--- src/rtl/decode_pipe_ctrl.sv ---
// RV32I(+M) instruction decoder registered behind a 2-entry skid buffer.
// Exports a control bundle to EX and raises the load-use interlock.
module decode_pipe_ctrl #(
    parameter int INST_WIDTH     = 32,
    parameter int PC_WIDTH       = 32,
    parameter int ENABLE_M       = 0,
    parameter int LOAD_INTERLOCK = 1
) (
    input  logic                  clk,
    input  logic                  rst,
    input  logic                  in_valid,
    output logic                  in_ready,
    input  logic [INST_WIDTH-1:0] in_inst,
    input  logic [PC_WIDTH-1:0]   in_pc,
    input  logic                  flush,
    input  logic                  ex_load_valid,
    input  logic [4:0]            ex_load_rd,
    output logic                  out_valid,
    input  logic                  out_ready,
    output logic [PC_WIDTH-1:0]   out_pc,
    output logic [INST_WIDTH-1:0] out_inst,
    output logic [4:0]            rd,
    output logic [4:0]            rs1,
    output logic [4:0]            rs2,
    output logic                  reg_write,
    output logic                  mem_read,
    output logic                  mem_write,
    output logic                  is_load,
    output logic                  is_store,
    output logic                  is_branch,
    output logic                  is_jump,
    output logic                  is_system,
    output logic                  is_csr,
    output logic                  has_imm,
    output logic                  illegal,
    output logic [1:0]            mem_size,
    output logic                  mem_unsigned,
    output logic [4:0]            alu_op,
    output logic [2:0]            imm_type,
    output logic [1:0]            pc_sel,
    output logic [2:0]            br_cond,
    output logic                  hazard
);

    localparam logic [6:0] OPC_LUI    = 7'b0110111;
    localparam logic [6:0] OPC_AUIPC  = 7'b0010111;
    localparam logic [6:0] OPC_JAL    = 7'b1101111;
    localparam logic [6:0] OPC_JALR   = 7'b1100111;
    localparam logic [6:0] OPC_BRANCH = 7'b1100011;
    localparam logic [6:0] OPC_LOAD   = 7'b0000011;
    localparam logic [6:0] OPC_STORE  = 7'b0100011;
    localparam logic [6:0] OPC_OP_IMM = 7'b0010011;
    localparam logic [6:0] OPC_OP     = 7'b0110011;
    localparam logic [6:0] OPC_FENCE  = 7'b0001111;
    localparam logic [6:0] OPC_SYSTEM = 7'b1110011;

    localparam logic [4:0] ALU_ADD    = 5'h00;
    localparam logic [4:0] ALU_SUB    = 5'h01;
    localparam logic [4:0] ALU_AND    = 5'h02;
    localparam logic [4:0] ALU_OR     = 5'h03;
    localparam logic [4:0] ALU_XOR    = 5'h04;
    localparam logic [4:0] ALU_SLL    = 5'h07;
    localparam logic [4:0] ALU_SRL    = 5'h08;
    localparam logic [4:0] ALU_SRA    = 5'h09;
    localparam logic [4:0] ALU_SLT    = 5'h0A;
    localparam logic [4:0] ALU_SLTU   = 5'h0B;
    localparam logic [4:0] ALU_PASS_A = 5'h0C;
    localparam logic [4:0] ALU_PASS_B = 5'h0D;
    localparam logic [4:0] ALU_EQ     = 5'h0F;
    localparam logic [4:0] ALU_MUL    = 5'h11;

    localparam logic [2:0] IMM_I     = 3'd0;
    localparam logic [2:0] IMM_SHIFT = 3'd1;
    localparam logic [2:0] IMM_S     = 3'd2;
    localparam logic [2:0] IMM_U     = 3'd3;
    localparam logic [2:0] IMM_B     = 3'd4;
    localparam logic [2:0] IMM_J     = 3'd5;

    typedef struct packed {
        logic [PC_WIDTH-1:0]   pc;
        logic [INST_WIDTH-1:0] inst;
        logic [4:0]            rd;
        logic [4:0]            rs1;
        logic [4:0]            rs2;
        logic                  reg_write;
        logic                  mem_read;
        logic                  mem_write;
        logic                  is_load;
        logic                  is_store;
        logic                  is_branch;
        logic                  is_jump;
        logic                  is_system;
        logic                  is_csr;
        logic                  has_imm;
        logic                  illegal;
        logic [1:0]            mem_size;
        logic                  mem_unsigned;
        logic [4:0]            alu_op;
        logic [2:0]            imm_type;
        logic [1:0]            pc_sel;
        logic [2:0]            br_cond;
        logic                  rs1_used;
        logic                  rs2_used;
    } bundle_t;

    // funct3 -> ALU op for the shared OP / OP-IMM table (funct7 = 0 flavour)
    function automatic logic [4:0] base_alu(input logic [2:0] f3);
        case (f3)
            3'd0:    base_alu = ALU_ADD;
            3'd1:    base_alu = ALU_SLL;
            3'd2:    base_alu = ALU_SLT;
            3'd3:    base_alu = ALU_SLTU;
            3'd4:    base_alu = ALU_XOR;
            3'd5:    base_alu = ALU_SRL;
            3'd6:    base_alu = ALU_OR;
            default: base_alu = ALU_AND;
        endcase
    endfunction

    logic [6:0] opcode;
    logic [2:0] funct3;
    logic [6:0] funct7;
    logic       dec_wr;
    logic       dec_ill;
    bundle_t    dec_p0;

    assign opcode = in_inst[6:0];
    assign funct3 = in_inst[14:12];
    assign funct7 = in_inst[31:25];

    // ---- stage 0: combinational decode of the incoming word ----
    always_comb begin
        dec_p0          = '0;
        dec_wr          = 1'b0;
        dec_ill         = 1'b0;
        dec_p0.pc       = in_pc;
        dec_p0.inst     = in_inst;
        dec_p0.rd       = in_inst[11:7];
        dec_p0.rs1      = in_inst[19:15];
        dec_p0.rs2      = in_inst[24:20];
        dec_p0.rs1_used = 1'b1;
        case (opcode)
            OPC_LUI: begin
                dec_p0.alu_op   = ALU_PASS_B;
                dec_p0.imm_type = IMM_U;
                dec_p0.has_imm  = 1'b1;
                dec_p0.rs1_used = 1'b0;
                dec_wr          = 1'b1;
            end
            OPC_AUIPC: begin
                dec_p0.alu_op   = ALU_ADD;
                dec_p0.imm_type = IMM_U;
                dec_p0.has_imm  = 1'b1;
                dec_p0.rs1_used = 1'b0;
                dec_wr          = 1'b1;
            end
            OPC_JAL: begin
                dec_p0.alu_op   = ALU_PASS_A;
                dec_p0.imm_type = IMM_J;
                dec_p0.pc_sel   = 2'd2;
                dec_p0.is_jump  = 1'b1;
                dec_p0.has_imm  = 1'b1;
                dec_p0.rs1_used = 1'b0;
                dec_wr          = 1'b1;
            end
            OPC_JALR: begin
                dec_p0.alu_op   = ALU_PASS_A;
                dec_p0.imm_type = IMM_I;
                dec_p0.pc_sel   = 2'd3;
                dec_p0.is_jump  = 1'b1;
                dec_p0.has_imm  = 1'b1;
                dec_wr          = 1'b1;
                dec_ill         = (funct3 != 3'd0);
            end
            OPC_BRANCH: begin
                dec_p0.alu_op    = ALU_EQ;
                dec_p0.imm_type  = IMM_B;
                dec_p0.pc_sel    = 2'd1;
                dec_p0.is_branch = 1'b1;
                dec_p0.br_cond   = funct3;
                dec_p0.rs2_used  = 1'b1;
                dec_ill          = (funct3 == 3'd2) || (funct3 == 3'd3);
            end
            OPC_LOAD: begin
                dec_p0.alu_op       = ALU_ADD;
                dec_p0.imm_type     = IMM_I;
                dec_p0.has_imm      = 1'b1;
                dec_p0.is_load      = 1'b1;
                dec_p0.mem_size     = funct3[1:0];
                dec_p0.mem_unsigned = funct3[2];
                dec_wr              = 1'b1;
                dec_ill             = (funct3 == 3'd3) || (funct3 == 3'd6) || (funct3 == 3'd7);
            end
            OPC_STORE: begin
                dec_p0.alu_op       = ALU_ADD;
                dec_p0.imm_type     = IMM_S;
                dec_p0.has_imm      = 1'b1;
                dec_p0.is_store     = 1'b1;
                dec_p0.mem_size     = funct3[1:0];
                dec_p0.mem_unsigned = funct3[2];
                dec_p0.rs2_used     = 1'b1;
                dec_ill             = (funct3 > 3'd2);
            end
            OPC_OP_IMM: begin
                dec_p0.has_imm = 1'b1;
                dec_p0.alu_op  = base_alu(funct3);
                dec_wr         = 1'b1;
                if (funct3 == 3'd1) begin
                    dec_p0.imm_type = IMM_SHIFT;
                    dec_ill         = (funct7 != 7'h00);
                end else if (funct3 == 3'd5) begin
                    dec_p0.imm_type = IMM_SHIFT;
                    if (funct7 == 7'h20) dec_p0.alu_op = ALU_SRA;
                    dec_ill = (funct7 != 7'h00) && (funct7 != 7'h20);
                end
            end
            OPC_OP: begin
                dec_p0.rs2_used = 1'b1;
                dec_wr          = 1'b1;
                if (funct7 == 7'h00)
                    dec_p0.alu_op = base_alu(funct3);
                else if (funct7 == 7'h20 && funct3 == 3'd0)
                    dec_p0.alu_op = ALU_SUB;
                else if (funct7 == 7'h20 && funct3 == 3'd5)
                    dec_p0.alu_op = ALU_SRA;
                else if (funct7 == 7'h01 && ENABLE_M != 0)
                    dec_p0.alu_op = ALU_MUL + {2'b00, funct3};
                else
                    dec_ill = 1'b1;
            end
            OPC_FENCE: begin
            end
            OPC_SYSTEM: begin
                dec_p0.is_system = 1'b1;
                if (funct3 != 3'd0) begin
                    dec_p0.is_csr  = 1'b1;
                    dec_p0.alu_op  = ALU_PASS_B;
                    dec_p0.has_imm = funct3[2];
                    dec_wr         = 1'b1;
                end
            end
            default: dec_ill = 1'b1;
        endcase
        // illegal words still flow to EX but must not touch state
        dec_p0.illegal   = dec_ill;
        dec_p0.reg_write = dec_wr && !dec_ill && (in_inst[11:7] != 5'd0);
        dec_p0.mem_read  = dec_p0.is_load && !dec_ill;
        dec_p0.mem_write = dec_p0.is_store && !dec_ill;
    end

    bundle_t o_p1;
    bundle_t s_p1;
    logic    o_vld_p1;
    logic    s_vld_p1;
    logic    accept;
    logic    fire;
    logic    o_free;
    logic    haz_match;

    assign in_ready = !rst && !s_vld_p1;
    assign accept   = in_valid && in_ready;
    assign haz_match = (ex_load_rd != 5'd0) &&
                       ((o_p1.rs1_used && (ex_load_rd == o_p1.rs1)) ||
                        (o_p1.rs2_used && (ex_load_rd == o_p1.rs2)));
    assign hazard    = (LOAD_INTERLOCK != 0) && !rst && o_vld_p1 && ex_load_valid && haz_match;
    assign out_valid = !rst && o_vld_p1 && !hazard;
    assign fire      = out_valid && out_ready;
    assign o_free    = !o_vld_p1 || fire;

    // ---- stage 1: output register O with skid register S behind it ----
    always_ff @(posedge clk) begin
        if (rst) begin
            o_vld_p1 <= 1'b0;
            s_vld_p1 <= 1'b0;
            o_p1     <= '0;
            s_p1     <= '0;
        end else if (flush) begin
            o_vld_p1 <= 1'b0;
            s_vld_p1 <= 1'b0;
        end else if (o_free) begin
            if (s_vld_p1) begin
                o_p1     <= s_p1;
                o_vld_p1 <= 1'b1;
                s_vld_p1 <= 1'b0;
            end else begin
                o_vld_p1 <= accept;
                if (accept) o_p1 <= dec_p0;
            end
        end else if (accept) begin
            s_p1     <= dec_p0;
            s_vld_p1 <= 1'b1;
        end
    end

    assign out_pc       = o_p1.pc;
    assign out_inst     = o_p1.inst;
    assign rd           = o_p1.rd;
    assign rs1          = o_p1.rs1;
    assign rs2          = o_p1.rs2;
    assign reg_write    = o_p1.reg_write;
    assign mem_read     = o_p1.mem_read;
    assign mem_write    = o_p1.mem_write;
    assign is_load      = o_p1.is_load;
    assign is_store     = o_p1.is_store;
    assign is_branch    = o_p1.is_branch;
    assign is_jump      = o_p1.is_jump;
    assign is_system    = o_p1.is_system;
    assign is_csr       = o_p1.is_csr;
    assign has_imm      = o_p1.has_imm;
    assign illegal      = o_p1.illegal;
    assign mem_size     = o_p1.mem_size;
    assign mem_unsigned = o_p1.mem_unsigned;
    assign alu_op       = o_p1.alu_op;
    assign imm_type     = o_p1.imm_type;
    assign pc_sel       = o_p1.pc_sel;
    assign br_cond      = o_p1.br_cond;

endmodule

--- config.mk ---
export PLATFORM = sky130hd
export DESIGN_NAME = decode_pipe_ctrl
export DESIGN_NICKNAME = d
export VERILOG_FILES = /design/src/rtl/decode_pipe_ctrl.sv
export SDC_FILE = /design/constraint.sdc
export NUM_CORES = 1
export LEC_CHECK = 0
export ABC_CLOCK_PERIOD_IN_PS = 2300
export CORE_ASPECT_RATIO = 0.9
export CORE_MARGIN = 10
export CORE_UTILIZATION = 47
export CTS_CLUSTER_DIAMETER = 120
export DETAILED_ROUTE_END_ITERATION = 16
export PLACE_DENSITY_LB_ADDON = 0.1
export REMOVE_ABC_BUFFERS = 1
export SLEW_MARGIN = 20
export SYNTH_ARGS = -nofsm -noshare
export SYNTH_HDL_FRONTEND = slang
export SYNTH_SLANG_ARGS = --single-unit
--- constraint.sdc ---
create_clock -name clk -period 2.3 [get_ports clk]
set_input_delay 0.575 -clock clk [delete_from_list [all_inputs] [get_ports clk]]
set_output_delay 0.575 -clock clk [all_outputs]
set_load 0.1 [all_outputs]
[Word level (Yosys, flattened, before mapping)]
Cells that the tools add are included.
W data, S select, Z words.
Storage, ports and cells
  output and inout port bits: 109
  bits in registers: 218
Cells by class
  muxes and demuxes: 34
  reduce and logical (&&, ||, !) cells: 46
  bitwise logic cells: 2
  equal/unequal tests: 22
  $lt $le $gt $ge: 1
Operator list (count)
  $mux W108: 2
  $pmux W5 S6: 1
  $eq A7 B6 Y1 const B: 4
  $eq A7 B7 Y1 const B: 4
  $pmux W4 S7: 1
  $logic_and A1 B1 Y1: 17
  $mux W4: 4
  $pmux W3 S5: 1
  $eq A7 B5 Y1 const B: 2
  $reduce_or A7 Y1: 2
  $mux W1: 13
  $eq A3 B3 Y1 const B: 4
  $eq A5 B5 Y1: 2
  $mux W5: 2
  $reduce_bool A5 Y1: 2
  $mux W3: 3
  $reduce_or A3 Y1: 3
  $mux W8: 1
  $reduce_or A2 Y1: 4
  $eq A7 B2 Y1 const B: 1
  $eq A7 B4 Y1 const B: 1
  $logic_not A7 Y1: 1
  $ne A7 B6 Y1 const B: 1
  $pmux W1 S7: 1
  other kinds (15): 28

[Depth between registers and ports, before layout]
  depth after elaboration: 11
  depth in mapped cells: 12
  mapped depth without buffers: 8

[Worst setup path before layout]
No wires, ideal clock.
  kind: input port to output port
  from: input ex_load_rd[0]
  to: output out_valid
  arrival: 2786 ps
  stages on the path: 3
  setup slack: -1061 ps
  path buffers: 0
  data required time: 1725 ps
  path through: or4_1 o21a_1 a21oi_1
Between the ends
  word-level cells in the longest chain between the ends: 7
  elaborated cells on any way between the ends: 10
  classes of those cells: eq/ne (2); reduce/logical (8)
RTL lines
  start: declaration: RTL line 17  | input logic [4:0] ex_load_rd,
  $eq A5 B5 Y1 (on tied branches): RTL line 263, 264
  $logic_and A1 B1 Y1 (on tied branches): RTL line 263, 264
  $logic_or A1 B1 Y1: RTL line 263  | ((o_p1.rs1_used && (ex_load_rd == o_p1.rs1)) ||
  $logic_and A1 B1 Y1 (*): RTL line 262  | assign haz_match = (ex_load_rd != 5'd0) &&
  $logic_and A1 B1 Y1 (*): RTL line 265  | assign hazard = (LOAD_INTERLOCK != 0) && !rst && o_vld_p1 && ex_load_valid && haz_match;
  $logic_not A1 Y1 (*): RTL line 266  | assign out_valid = !rst && o_vld_p1 && !hazard;
  $logic_and A1 B1 Y1 (*): RTL line 266
  end: declaration: RTL line 18  | output logic out_valid,
Every way passes the cells marked *; elsewhere a longest branch is shown, timed or not.

[Worst setup path in the final report]
  from: input ex_load_rd[1]
  to: output hazard
Between the ends
  word-level cells in the longest chain between the ends: 5
  elaborated cells on any way between the ends: 8
  classes of those cells: eq/ne (2); reduce/logical (6)
RTL lines
  $eq A5 B5 Y1 (on tied branches): RTL line 263, 264
  $logic_and A1 B1 Y1 (on tied branches): RTL line 263, 264
  $logic_or A1 B1 Y1: RTL line 263
  $logic_and A1 B1 Y1 (*): RTL line 262
  $logic_and A1 B1 Y1 (*): RTL line 265
  end: declaration: RTL line 42  | output logic hazard
Marks and branches as above.

==> flow_metrics.py <==
metrics = {
    "outcome": {
        "outcome": "complete, but fails checks",
        "violations": "negative setup slack",
    },
    "pwr": {
        "p_switching_mw": 2.94,
        "power_leakage_nw": 4.50,
        "comb_power_share_pct": 25.9,
        "swShare_pct": 34.8,
        "clkPwrFrac_pct": 33.5,
        "powerDensity_nw_per_um2": 702,
        "power.internal_mw": 5.51,
        "pwr-share-seq_pct": 40.6,
        "vdd_ir_drop_max_uv": 497,
    },
    "routing": {
        "wl_um": 24600,
        "drt_first_pass_iters": 5,
        "antenna_left": 0,
        "via_count": 7743,
        "routedWlPerCell_um": 16.5,
        "remaining_drc_errors": 0,
        "drt_iter0_markers": 389,
        "viasPerCell": 5.20,
    },
    "place": {
        "hpwl_um": 17300,
        "place_ws_ns": -0.676,
        "place_congestion": 0.895,
        "portBuffers": 182,
        "place_inst": 1450,
        "place_area_um2": 11300,
    },
    "timing": {
        "rsz0062_at_grt": "yes",
        "post-route-min-period_ns": 2.42,
        "fin_worst_skew_ns": 0.00934,
        "final.period_utilization_pct": 105,
        "slew_violations": 0,
        "slew_headroom_pct": 54.3,
        "max_slew.worst_pin.slew_ns": 0.685,
        "finalWorstSetupSlack_ns": -0.125,
        "final-hold-violation-count": 0,
        "fmax_mhz": 412,
        "finalSetupTns_ns": -0.243,
        "setup_violations": 2,
    },
    "finish": {
        "area_growth_syn_to_layout_pct": 30.0,
        "antenna-diode-count": 0,
        "nFillCells": 1684,
        "stdcell_count": 1490,
        "drive_gt1_share_pct": 32.7,
        "final_area_um2": 12000,
        "final_nets": 1303,
    },
    "die": {
        "start_util_pct": 48.0,
        "fp.coreArea_um2": 19300,
        "die_w_um": 168,
        "num_rows": 48,
        "dieArea_um2": 25700,
        "io_pins": 184,
        "fp.dieH_um": 153,
    },
    "setup_path": {
        "r2r_setup_slack_ns": 0.18,
        "timing.rr.end": "s_p1[28]",
        "arrival_ns": 1.85,
        "end_kind": "primary output",
        "startpoint_type": "input pin",
        "timing.rr.start": "out_inst[19]",
        "required_ns": 1.73,
        "critPathMaxFanout": 2,
        "worstSetupPathType": "in -> out",
        "worst_r2r_path_depth": 9,
    },
    "hold_path": {
        "worstHoldStart": "s_p1[0]",
        "whs_endpoint": "s_p1[0]",
        "worstHoldPathType": "reg -> reg",
        "whs_path_depth": 2,
    },
    "clock_network": {
        "clkTransAtPathRegs_ns": 0.06,
        "cts_made_buffers": 17,
        "cts_hold_buf": 0,
        "clock_path_buffers": 2,
        "cts_tree": "built",
        "cts_max_level": 4,
        "clk_latency_ns": 0.43,
        "clock-root-buffer": "clkbuf_16",
        "clkSinkCount": 186,
    },
    "synth": {
        "synth_warnings": 0,
        "synth.avg_cell_area_um2": 8.68,
        "synth_flop_cell": "dfxtp_1",
        "syn_inst": 1067,
        "synth_cell_types": 69,
        "synth_top_cell_by_area": "dfxtp_1",
        "netlist.area_leader.share_pct": 40.2,
        "syn_area_um2": 9260,
        "synth_edf_count": 0,
        "synthArstFlopShare_pct": 0,
        "synth-seq-cells": 186,
        "yosysSeqAreaShare_pct": 40.2,
        "ys_top_cells_by_area": "dfxtp_1, a211oi_2, buf_4, mux2i_1, nand2_1",
    },
    "flow_run": {
        "maxCapViolCount": 0,
    },
    "global_routing": {
        "antenna_found_initial": 0,
        "track_usage_pct": 18.5,
        "overflow": 0,
        "grt_pass1_vias": 7726,
        "grt_pass1_wl_um": 39900,
        "grt_max_degree": 99,
    },
}
## logic make-up after synthesis
kind of cell           Yosys count  synth area share (%)
AND/OR/NAND/NOR                369                  17.3
AO/OA/AOI/OAI                  238                  20.7
buffers and inverters          191                  12.9
flip-flops                     186                  40.2
multiplexers                    70                  7.70
XOR/XNOR                        12                  1.13
other                            1                0.0405
## through the flow
step	total power [mW]	hold WS [ns]	utilization [%]
global placement	5.65	0.439	58.4
finish	8.44	0.448	62.4
floorplan	4.94	0.425	-
CTS	8.49	0.453	61.8
detailed placement	5.66	0.444	58.4
global route	8.75	0.471	62.4
## registers in the layout (all words and copies together) (netlist names), 2 cells and up
signal    flops
alu_op        4
br_cond       3
imm_type      3
mem_size      2
o_p1          2
out_inst     32
out_pc       32
pc_sel        2
s_p1         92
## critical path, cell delays in order
cell and delay, ns:
buf_6 0.09, or4_4 0.53, o21a_1 0.22, buf_4 0.15, nand2_4 0.06, nor2_2 0.05, buf_12 0.16
## Yosys cell counts, types with 5 or more instances
cell,count
clkbuf_1,47
a211oi_2,70
a311oi_1,7
inv_1,6
nor3_1,15
xnor2_1,11
mux2i_1,69
nand3_1,17
a211oi_1,14
dfxtp_1,186
buf_6,10
buf_2,22
buf_4,101
nand2_1,182
nand4_1,5
a21oi_1,100
nor2_1,109
## worst max-delay path by stage
stage,cells after the start,startpoint,slack [ns],endpoint
2_1_floorplan,8,s_vld_p1,-6.74,s_p1[18]
3_3_place_gp,8,ex_load_rd[0],-0.56,out_inst[8]
3_5_place_dp,8,ex_load_rd[0],-0.68,out_inst[10]
4_1_cts,6,ex_load_rd[1],-0.14,out_valid
5_1_grt,7,ex_load_rd[1],-0.14,hazard
6_report,7,ex_load_rd[1],-0.12,hazard
## final cells by class
cell class / count / area (um^2) / share of cell area [%]
clock buffer: 18 / 439 / 3.65
clock inverter: 13 / 114 / 0.946
inverter: 9 / 33.8 / 0.281
multi-input combinational: 690 / 4510 / 37.4
sequential: 186 / 3740 / 31.1
tap: 250 / 313 / 2.60
timing repair buffer: 324 / 2890 / 24.0
## power groups by stage
stage          Sequential (mW)  Combinational [mW]  Clock (mW)
3_3_place_gp              3.50                2.15           0
5_1_grt                   3.45                2.30        3.01
2_1_floorplan             4.48               0.460           0
4_1_cts                   3.43                2.18        2.88
3_5_place_dp              3.50                2.16           0
6_report                  3.43                2.19        2.83
## layout by cell type (no fill, tap or decap), drive strengths merged, types with 17 or more instances in the layout
| cell type | n |
|---|---|
| mux2i | 69 |
| a211oi | 84 |
| clkbuf | 19 |
| buf | 255 |
| nand3 | 17 |
| nor2 | 109 |
| dfxtp | 186 |
| clkdlybuf4s50 | 54 |
| nand2 | 182 |
| a21oi | 100 |
## routing by layer
| metal | vias to the layer above | GRT usage (%) | wire length (um) |
|---|---|---|---|
| li1 | 3915 | - | - |
| met1 | 3652 | 24.3 | 11600 |
| met2 | 160 | 28.6 | 11200 |
| met3 | 16 | 6.33 | 1610 |
| met4 | 0 | 3.85 | 204 |
| met5 | - | 0 | 0 |
## timing repair
item	CTS	global route
endpoints found under the setup margin	146	27
pin swaps	18	9
resized for setup	53	28
setup buffers	8	3
No activity file was read; power rests on OpenSTA's default activity.
